**src/rtl/game_pkg.sv**
```systemverilog
// Shared encodings and datapath widths for the frog-crossing game sequencer.
package game_pkg;

  localparam int POS_W   = 12;
  localparam int SCORE_W = 8;
  localparam int LIVES_W = 2;

  typedef enum logic [1:0] {
    ST_ATTRACT = 2'd0,
    ST_PLAY    = 2'd1,
    ST_HIT     = 2'd2,
    ST_OVER    = 2'd3
  } state_e;

endpackage

```
**src/rtl/btn_sync_edge.sv**
```systemverilog
// Two-flop synchroniser for an asynchronous button, followed by a rising-edge pulse.
module btn_sync_edge (
  input  logic i_clk,
  input  logic i_rst,
  input  logic i_btn,
  output logic o_rise
);

  logic [1:0] sync_q;
  logic [1:0] sync_d;
  logic       prev_q;
  logic       prev_d;

  // next-state for the synchroniser chain and the edge-detect history
  always_comb begin
    sync_d = {sync_q[0], i_btn};
    prev_d = sync_q[1];
  end

  // synchroniser and history registers
  always_ff @(posedge i_clk or posedge i_rst) begin
    if (i_rst) begin
      sync_q <= 2'b00;
      prev_q <= 1'b0;
    end else begin
      sync_q <= sync_d;
      prev_q <= prev_d;
    end
  end

  assign o_rise = sync_q[1] & ~prev_q;

endmodule

```
**src/rtl/frog_game_ctrl.sv**
```systemverilog
// Frame-rate game sequencer: frog position, game state, lives and score,
// with per-frame collision gathering and obstacle animation gating.
module frog_game_ctrl
  import game_pkg::*;
#(
  parameter int START_Y    = 465,
  parameter int STEP       = 30,
  parameter int GOAL_Y     = 45,
  parameter int LIVES      = 3,
  parameter int HIT_FRAMES = 60
) (
  input  logic               i_clk,
  input  logic               i_rst,
  input  logic               i_pix_stb,
  input  logic               i_animate,
  input  logic               i_up_btn,
  input  logic               i_down_btn,
  input  logic               i_hit,
  output logic [POS_W-1:0]   o_frog_y,
  output logic [1:0]         o_state,
  output logic [LIVES_W-1:0] o_lives,
  output logic [SCORE_W-1:0] o_score,
  output logic               o_run
);

  localparam int TMR_W = (HIT_FRAMES > 1) ? $clog2(HIT_FRAMES) : 1;

  localparam logic [POS_W-1:0]   START_Y_C   = POS_W'(START_Y);
  localparam logic [POS_W-1:0]   STEP_C      = POS_W'(STEP);
  localparam logic [POS_W-1:0]   UP_LIMIT_C  = POS_W'(GOAL_Y + STEP);
  localparam logic [POS_W:0]     START_Y_W_C = (POS_W+1)'(START_Y);
  localparam logic [POS_W:0]     STEP_W_C    = (POS_W+1)'(STEP);
  localparam logic [LIVES_W-1:0] LIVES_C     = LIVES_W'(LIVES);
  localparam logic [TMR_W-1:0]   HIT_INIT_C  = TMR_W'(HIT_FRAMES - 1);

  state_e             state_q, state_d;
  logic [POS_W-1:0]   y_q, y_d;
  logic [LIVES_W-1:0] lives_q, lives_d;
  logic [SCORE_W-1:0] score_q, score_d;
  logic [TMR_W-1:0]   timer_q, timer_d;
  logic               run_q, run_d;
  logic               up_req_q, up_req_d;
  logic               down_req_q, down_req_d;
  logic               hit_q, hit_d;
  logic               hit_now_s;
  logic               up_rise_s;
  logic               down_rise_s;

  btn_sync_edge u_up_sync (
    .i_clk  (i_clk),
    .i_rst  (i_rst),
    .i_btn  (i_up_btn),
    .o_rise (up_rise_s)
  );

  btn_sync_edge u_down_sync (
    .i_clk  (i_clk),
    .i_rst  (i_rst),
    .i_btn  (i_down_btn),
    .o_rise (down_rise_s)
  );

  // per-frame request/collision bookkeeping and the frame-rate FSM
  always_comb begin
    state_d = state_q;
    y_d     = y_q;
    lives_d = lives_q;
    score_d = score_q;
    timer_d = timer_q;

    // a hit coinciding with the animate pulse still belongs to this frame
    hit_now_s = hit_q | (i_hit & i_pix_stb);
    if (i_animate || (state_q != ST_PLAY)) begin
      hit_d = 1'b0;
    end else begin
      hit_d = hit_now_s;
    end

    // an edge arriving with animate survives into the next frame
    if (state_q == ST_HIT) begin
      up_req_d   = 1'b0;
      down_req_d = 1'b0;
    end else if (i_animate) begin
      up_req_d   = up_rise_s;
      down_req_d = down_rise_s;
    end else begin
      up_req_d   = up_req_q | up_rise_s;
      down_req_d = down_req_q | down_rise_s;
    end

    if (i_animate) begin
      case (state_q)
        ST_ATTRACT: begin
          if (up_req_q || down_req_q) begin
            state_d = ST_PLAY;
            lives_d = LIVES_C;
            score_d = {SCORE_W{1'b0}};
          end else begin
            y_d = START_Y_C;
          end
        end
        ST_PLAY: begin
          if (hit_now_s) begin
            state_d = ST_HIT;
            timer_d = HIT_INIT_C;
            if (lives_q != {LIVES_W{1'b0}}) begin
              lives_d = lives_q - LIVES_W'(1);
            end else begin
              lives_d = {LIVES_W{1'b0}};
            end
          end else if (up_req_q && down_req_q) begin
            y_d = y_q;
          end else if (up_req_q) begin
            if (y_q <= UP_LIMIT_C) begin
              y_d = START_Y_C;
              if (score_q != {SCORE_W{1'b1}}) begin
                score_d = score_q + SCORE_W'(1);
              end else begin
                score_d = score_q;
              end
            end else begin
              y_d = y_q - STEP_C;
            end
          end else if (down_req_q) begin
            if (({1'b0, y_q} + STEP_W_C) <= START_Y_W_C) begin
              y_d = y_q + STEP_C;
            end else begin
              y_d = y_q;
            end
          end else begin
            y_d = y_q;
          end
        end
        ST_HIT: begin
          if (timer_q != {TMR_W{1'b0}}) begin
            timer_d = timer_q - TMR_W'(1);
          end else if (lives_q == {LIVES_W{1'b0}}) begin
            state_d = ST_OVER;
          end else begin
            state_d = ST_PLAY;
            y_d     = START_Y_C;
          end
        end
        ST_OVER: begin
          if (up_req_q || down_req_q) begin
            state_d = ST_ATTRACT;
            y_d     = START_Y_C;
          end else begin
            state_d = ST_OVER;
          end
        end
        default: begin
          state_d = ST_ATTRACT;
          y_d     = START_Y_C;
        end
      endcase
    end else begin
      state_d = state_q;
    end

    run_d = (state_d == ST_ATTRACT) || (state_d == ST_PLAY);
  end

  // game state registers
  always_ff @(posedge i_clk or posedge i_rst) begin
    if (i_rst) begin
      state_q    <= ST_ATTRACT;
      y_q        <= START_Y_C;
      lives_q    <= LIVES_C;
      score_q    <= {SCORE_W{1'b0}};
      timer_q    <= {TMR_W{1'b0}};
      run_q      <= 1'b1;
      up_req_q   <= 1'b0;
      down_req_q <= 1'b0;
      hit_q      <= 1'b0;
    end else begin
      state_q    <= state_d;
      y_q        <= y_d;
      lives_q    <= lives_d;
      score_q    <= score_d;
      timer_q    <= timer_d;
      run_q      <= run_d;
      up_req_q   <= up_req_d;
      down_req_q <= down_req_d;
      hit_q      <= hit_d;
    end
  end

  assign o_frog_y = y_q;
  assign o_state  = state_q;
  assign o_lives  = lives_q;
  assign o_score  = score_q;
  assign o_run    = run_q;

endmodule

```
**config.mk**
```make
export PLATFORM = sky130hd
export DESIGN_NAME = frog_game_ctrl
export DESIGN_NICKNAME = d
export VERILOG_FILES = /design/src/rtl/game_pkg.sv /design/src/rtl/btn_sync_edge.sv /design/src/rtl/frog_game_ctrl.sv
export SDC_FILE = /design/constraint.sdc
export NUM_CORES = 1
export LEC_CHECK = 0
export BUFFER_PORTS_ARGS = -buffer_cell sky130_fd_sc_hd__buf_2
export CORE_MARGIN = 2
export CORE_UTILIZATION = 45
export CTS_BUF_LIST = sky130_fd_sc_hd__clkbuf_8 sky130_fd_sc_hd__clkbuf_16
export DETAILED_ROUTE_END_ITERATION = 16
export MAX_ROUTING_LAYER = met4
export PLACE_DENSITY = 0.67
export SLEW_MARGIN = 20
export SYNTH_ARGS = -nofsm -noshare
export SYNTH_HDL_FRONTEND = slang
export SYNTH_SLANG_ARGS = --single-unit
```
**constraint.sdc**
```tcl
create_clock -name i_clk -period 2.5 [get_ports i_clk]
set_clock_uncertainty 0.15 [all_clocks]
set_input_delay 0 -clock i_clk [delete_from_list [all_inputs] [get_ports i_clk]]
set_output_delay 0 -clock i_clk [all_outputs]
set_load 0.02 [all_outputs]
```
==> flow_summary.toml <==
[status]
status = "finished, final reports clean"

[global_routing]
grt.total_usage = 0.215
maximum_number_of_pins_on_one_net_before_global_route_repair = 26
antenna_found_initial = 0
vias_in_the_first_global_route = 2298
first_pass_grt_wire_length_mm = 10.7
grt_remaining_overflow = 0

[setup_path]
worst-r2r-cell-count = 6
timing.critical_path.required_ps = 2530
setup.worst_path.class = "reg2reg"
crit_path_max_fanout = 9
regToRegEndpoint = "o_frog_y[1]$_DFFE_PP0P_"
crit_path_start_kind = "flip-flop"
setup.worst_path.end_class = "flip-flop"
timing.rr.start = "o_frog_y[6]$_DFFE_PP1P_"
regToRegSetupSlack_ps = 50
critPathArrivalTime_ps = 2480
crit_path_start = "o_frog_y[6]$_DFFE_PP1P_"

[pwr]
vdd_ir_drop_max_mv = 0.648
power_per_cell_area_mw_per_mm2 = 1150
static-leakage-power_nw = 1.41
post-layout-total-power_mw = 3.75

[placed_design]
dp_worst_setup_slack_ps = -60.8
place_hpwl_mm = 4.75
routabilityCongestion = 0.865
dp_cells = 410
port-buffer-count = 31

[hold_path]
holdCritPathClass = "in2reg"
whs_path_depth = 4
holdCritStartpoint = "i_pix_stb"
hold_end = "hit_q$_DFF_PP0_"

[synth]
yosys.area.top_type_share = 0.301
yosysWarnings = 0
synth_edf_count = 0
syn-instance-count = 292
postSynthAreaPerCell_um2 = 9.11
asyncSetResetFlopFracSynth = 1.00
synthesis.area_mm2 = 0.00266
synth.ff_latch_count = 40
netlist.top_cell.by_area = "dfrtp_1"
synth_cell_types = 65
syn_nets = 305
ys_seq_area_frac = 0.380
synthTopCellsByArea = "dfrtp_1, dfstp_2, o21ai_0, nand2_1, ha_1"
dominantRegCellSynth = "dfrtp_1"

[final_layout]
share_of_final_layout_standard_cells_stronger_than_drive_strength_1 = 0.309
layoutNonFillerInstCount = 424
antennaDiodeCount = 0
fin_nets = 361
area_delta_synth_final_pct = 22.3
finish.utilization = 0.560

[cts]
tritoncts = "yes"
tritoncts_num_sinks = 40
clock_latency_ps = 290
cts_inserted_buffers = 5
cts.reportedPaths.clkPinSlew_ps = 80
clk_root_buffer_cell = "clkbuf_8"
htree_num_levels = 2
clock_path_buffers = 2

[floorplan]
core_area_mm2 = 0.00582
die_width_um = 80.9
initial_utilization = 0.458
ioPinCount = 32
die_area_mm2 = 0.00654
rows = 28
floorplan.die.height_um = 80.9

[sta]
finalWorstSetupSlack_ps = 51.3
max_freq_ghz = 0.408
finalSetupViolations = 0
timing.final.crit_period_ps = 2450
final-hold-violation-count = 0
timing.setup.tns_ps = 0
slew_violations = 0
layout_worst_path_cycle_share = 0.979
slew_at_the_pin_closest_to_its_max_slew_limit_ps = 720
maxSlewHeadroom = 0.520

[route]
number_of_drc_markers_in_iteration_0 = 224
post_drt_via_cell_ratio = 5.78
number_of_routed_nets_with_antenna_violations = 0
final_routed_drc_violation_total = 0
avgRoutedWirePerCell_um = 15.7
wl_mm = 6.67
dr_total_vias = 2450
drtPass1Iterations = 4

[flow_run]
max_cap_violations = 0
## layout by cell type, fill, tap and decap left out, types with 4 or more instances in the layout
cell,Yosys,layout
buf_4,2,31
nor2b_1,4,4
dfrtp_1,32,29
nor2_1,18,18
o211ai_1,5,5
dlygate4sd3_1,0,4
nand2b_1,5,5
clkbuf_8,0,7
xnor2_1,5,4
xor2_1,4,4
dfstp_2,8,8
nand2_1,26,26
and3_1,5,5
buf_2,7,31
o21ai_0,26,26
o22ai_1,4,4
ha_1,6,5
a21oi_1,13,13
a21o_1,4,4
o31ai_1,8,8
o21ai_1,4,4
nor3_1,7,7
nand3_1,9,9
inv_1,17,17
## synth_stat cells, types with 3 or more instances
cell      instances
a22oi_1           3
nor3_1            7
a41oi_1           3
o32a_1            3
and3_1            5
nand3_1           9
o221ai_1          3
nand2_1          26
xor2_1            4
o22ai_1           4
and2_1            3
inv_1            17
o211ai_1          5
xnor2_1           5
nor2_1           18
nand2b_1          5
dfrtp_1          32
ha_1              6
o21ai_0          26
dfstp_2           8
clkbuf_1          5
nor2b_1           4
buf_2             7
o31ai_1           8
o21ai_1           4
a21oi_1          13
a21o_1            4
a31oi_1           3
buf_6             4
o21a_1            3
## what timing repair did
item	CTS	global route
hold endpoints to repair	15	0
pin swaps	0	4
hold buffers	4	0
endpoints found under the setup margin	6	6
setup buffers	0	2
gates resized for setup	2	5
## flip-flops by register name, indices dropped and copies added, names as in the netlist
| signal | flops |
|---|---|
| o_lives | 2 |
| u_down_sync.sync_q | 2 |
| u_up_sync.sync_q | 2 |
| o_state | 2 |
| o_run | 1 |
| o_score | 8 |
| hit_q | 1 |
| down_req_q | 1 |
| up_req_q | 1 |
| timer_q | 6 |
| u_down_sync.prev_q | 1 |
| u_up_sync.prev_q | 1 |
| o_frog_y | 12 |
## cells by family (layout without fill, tap and decap cells)
| kind of cell | after synthesis | in the layout | share of synthesized area |
|---|---|---|---|
| AOI/OAI and AO/OA | 106 | 106 | 0.292 |
| and+or+nand+nor | 93 | 93 | 0.191 |
| DFF | 40 | 40 | 0.380 |
| buffers and inverters | 35 | 92 | 0.0668 |
| xor gates and xnor gates | 9 | 9 | 0.0296 |
| adders and majority gates | 7 | 7 | 0.0320 |
| muxes | 2 | 2 | 0.00799 |
## worst max-delay path by stage
stage	to	slack (ps)	cells past startpoint
after floorplan	o_frog_y[10]$_DFFE_PP0P_	9	10
after global placement	o_frog_y[1]$_DFFE_PP0P_	10	7
after detailed placement	o_frog_y[1]$_DFFE_PP0P_	-60	8
after CTS	o_frog_y[1]$_DFFE_PP0P_	20	8
after global routing	o_frog_y[1]$_DFFE_PP0P_	-10	6
final	o_frog_y[1]$_DFFE_PP0P_	50	6
## routing by layer
layer | track usage | vias up | wire (um)
li1 | - | 1184 | -
met2 | 0.361 | 71 | 3260
met5 | - | - | 0
met4 | 0.0610 | 0 | 73
met1 | 0.270 | 1187 | 3070
met3 | 0.0333 | 8 | 280
## final cells by class
cell class                      count  area (um2)
Clock buffer                        7        96.3
Multi-Input combinational cell    217        1510
Tap cell                           75        93.8
Inverter                           17        63.8
Fill cell                         542        2560
Clock inverter                      1        30.0
Timing Repair Buffer               67         448
Sequential cell                    40        1010
## critical path, stage by stage (launching register included)
cell       delay [ps]
dfstp_2           630
nand3_2           140
a2111oi_1         470
nor2_1            130
and4_4            230
o21ai_4           230
mux2_1            340
## metrics by stage
stage	hold WS, ps	instance area, um2
4_1_cts	31.2	3220
2_1_floorplan	-119	2670
3_3_place_gp	-40.9	3040
3_5_place_dp	-40.6	3040
6_report	43.6	3260
5_1_grt	64.7	3260
## where the power goes
part / internal [mW] / switching [mW] / total, mW
logic: 0.882 / 1.16 / 2.04
clock network: 0.352 / 0.234 / 0.586
registers: 0.852 / 0.273 / 1.12
total: 2.09 / 1.67 / 3.75
Power figures use the tool's default switching activity.
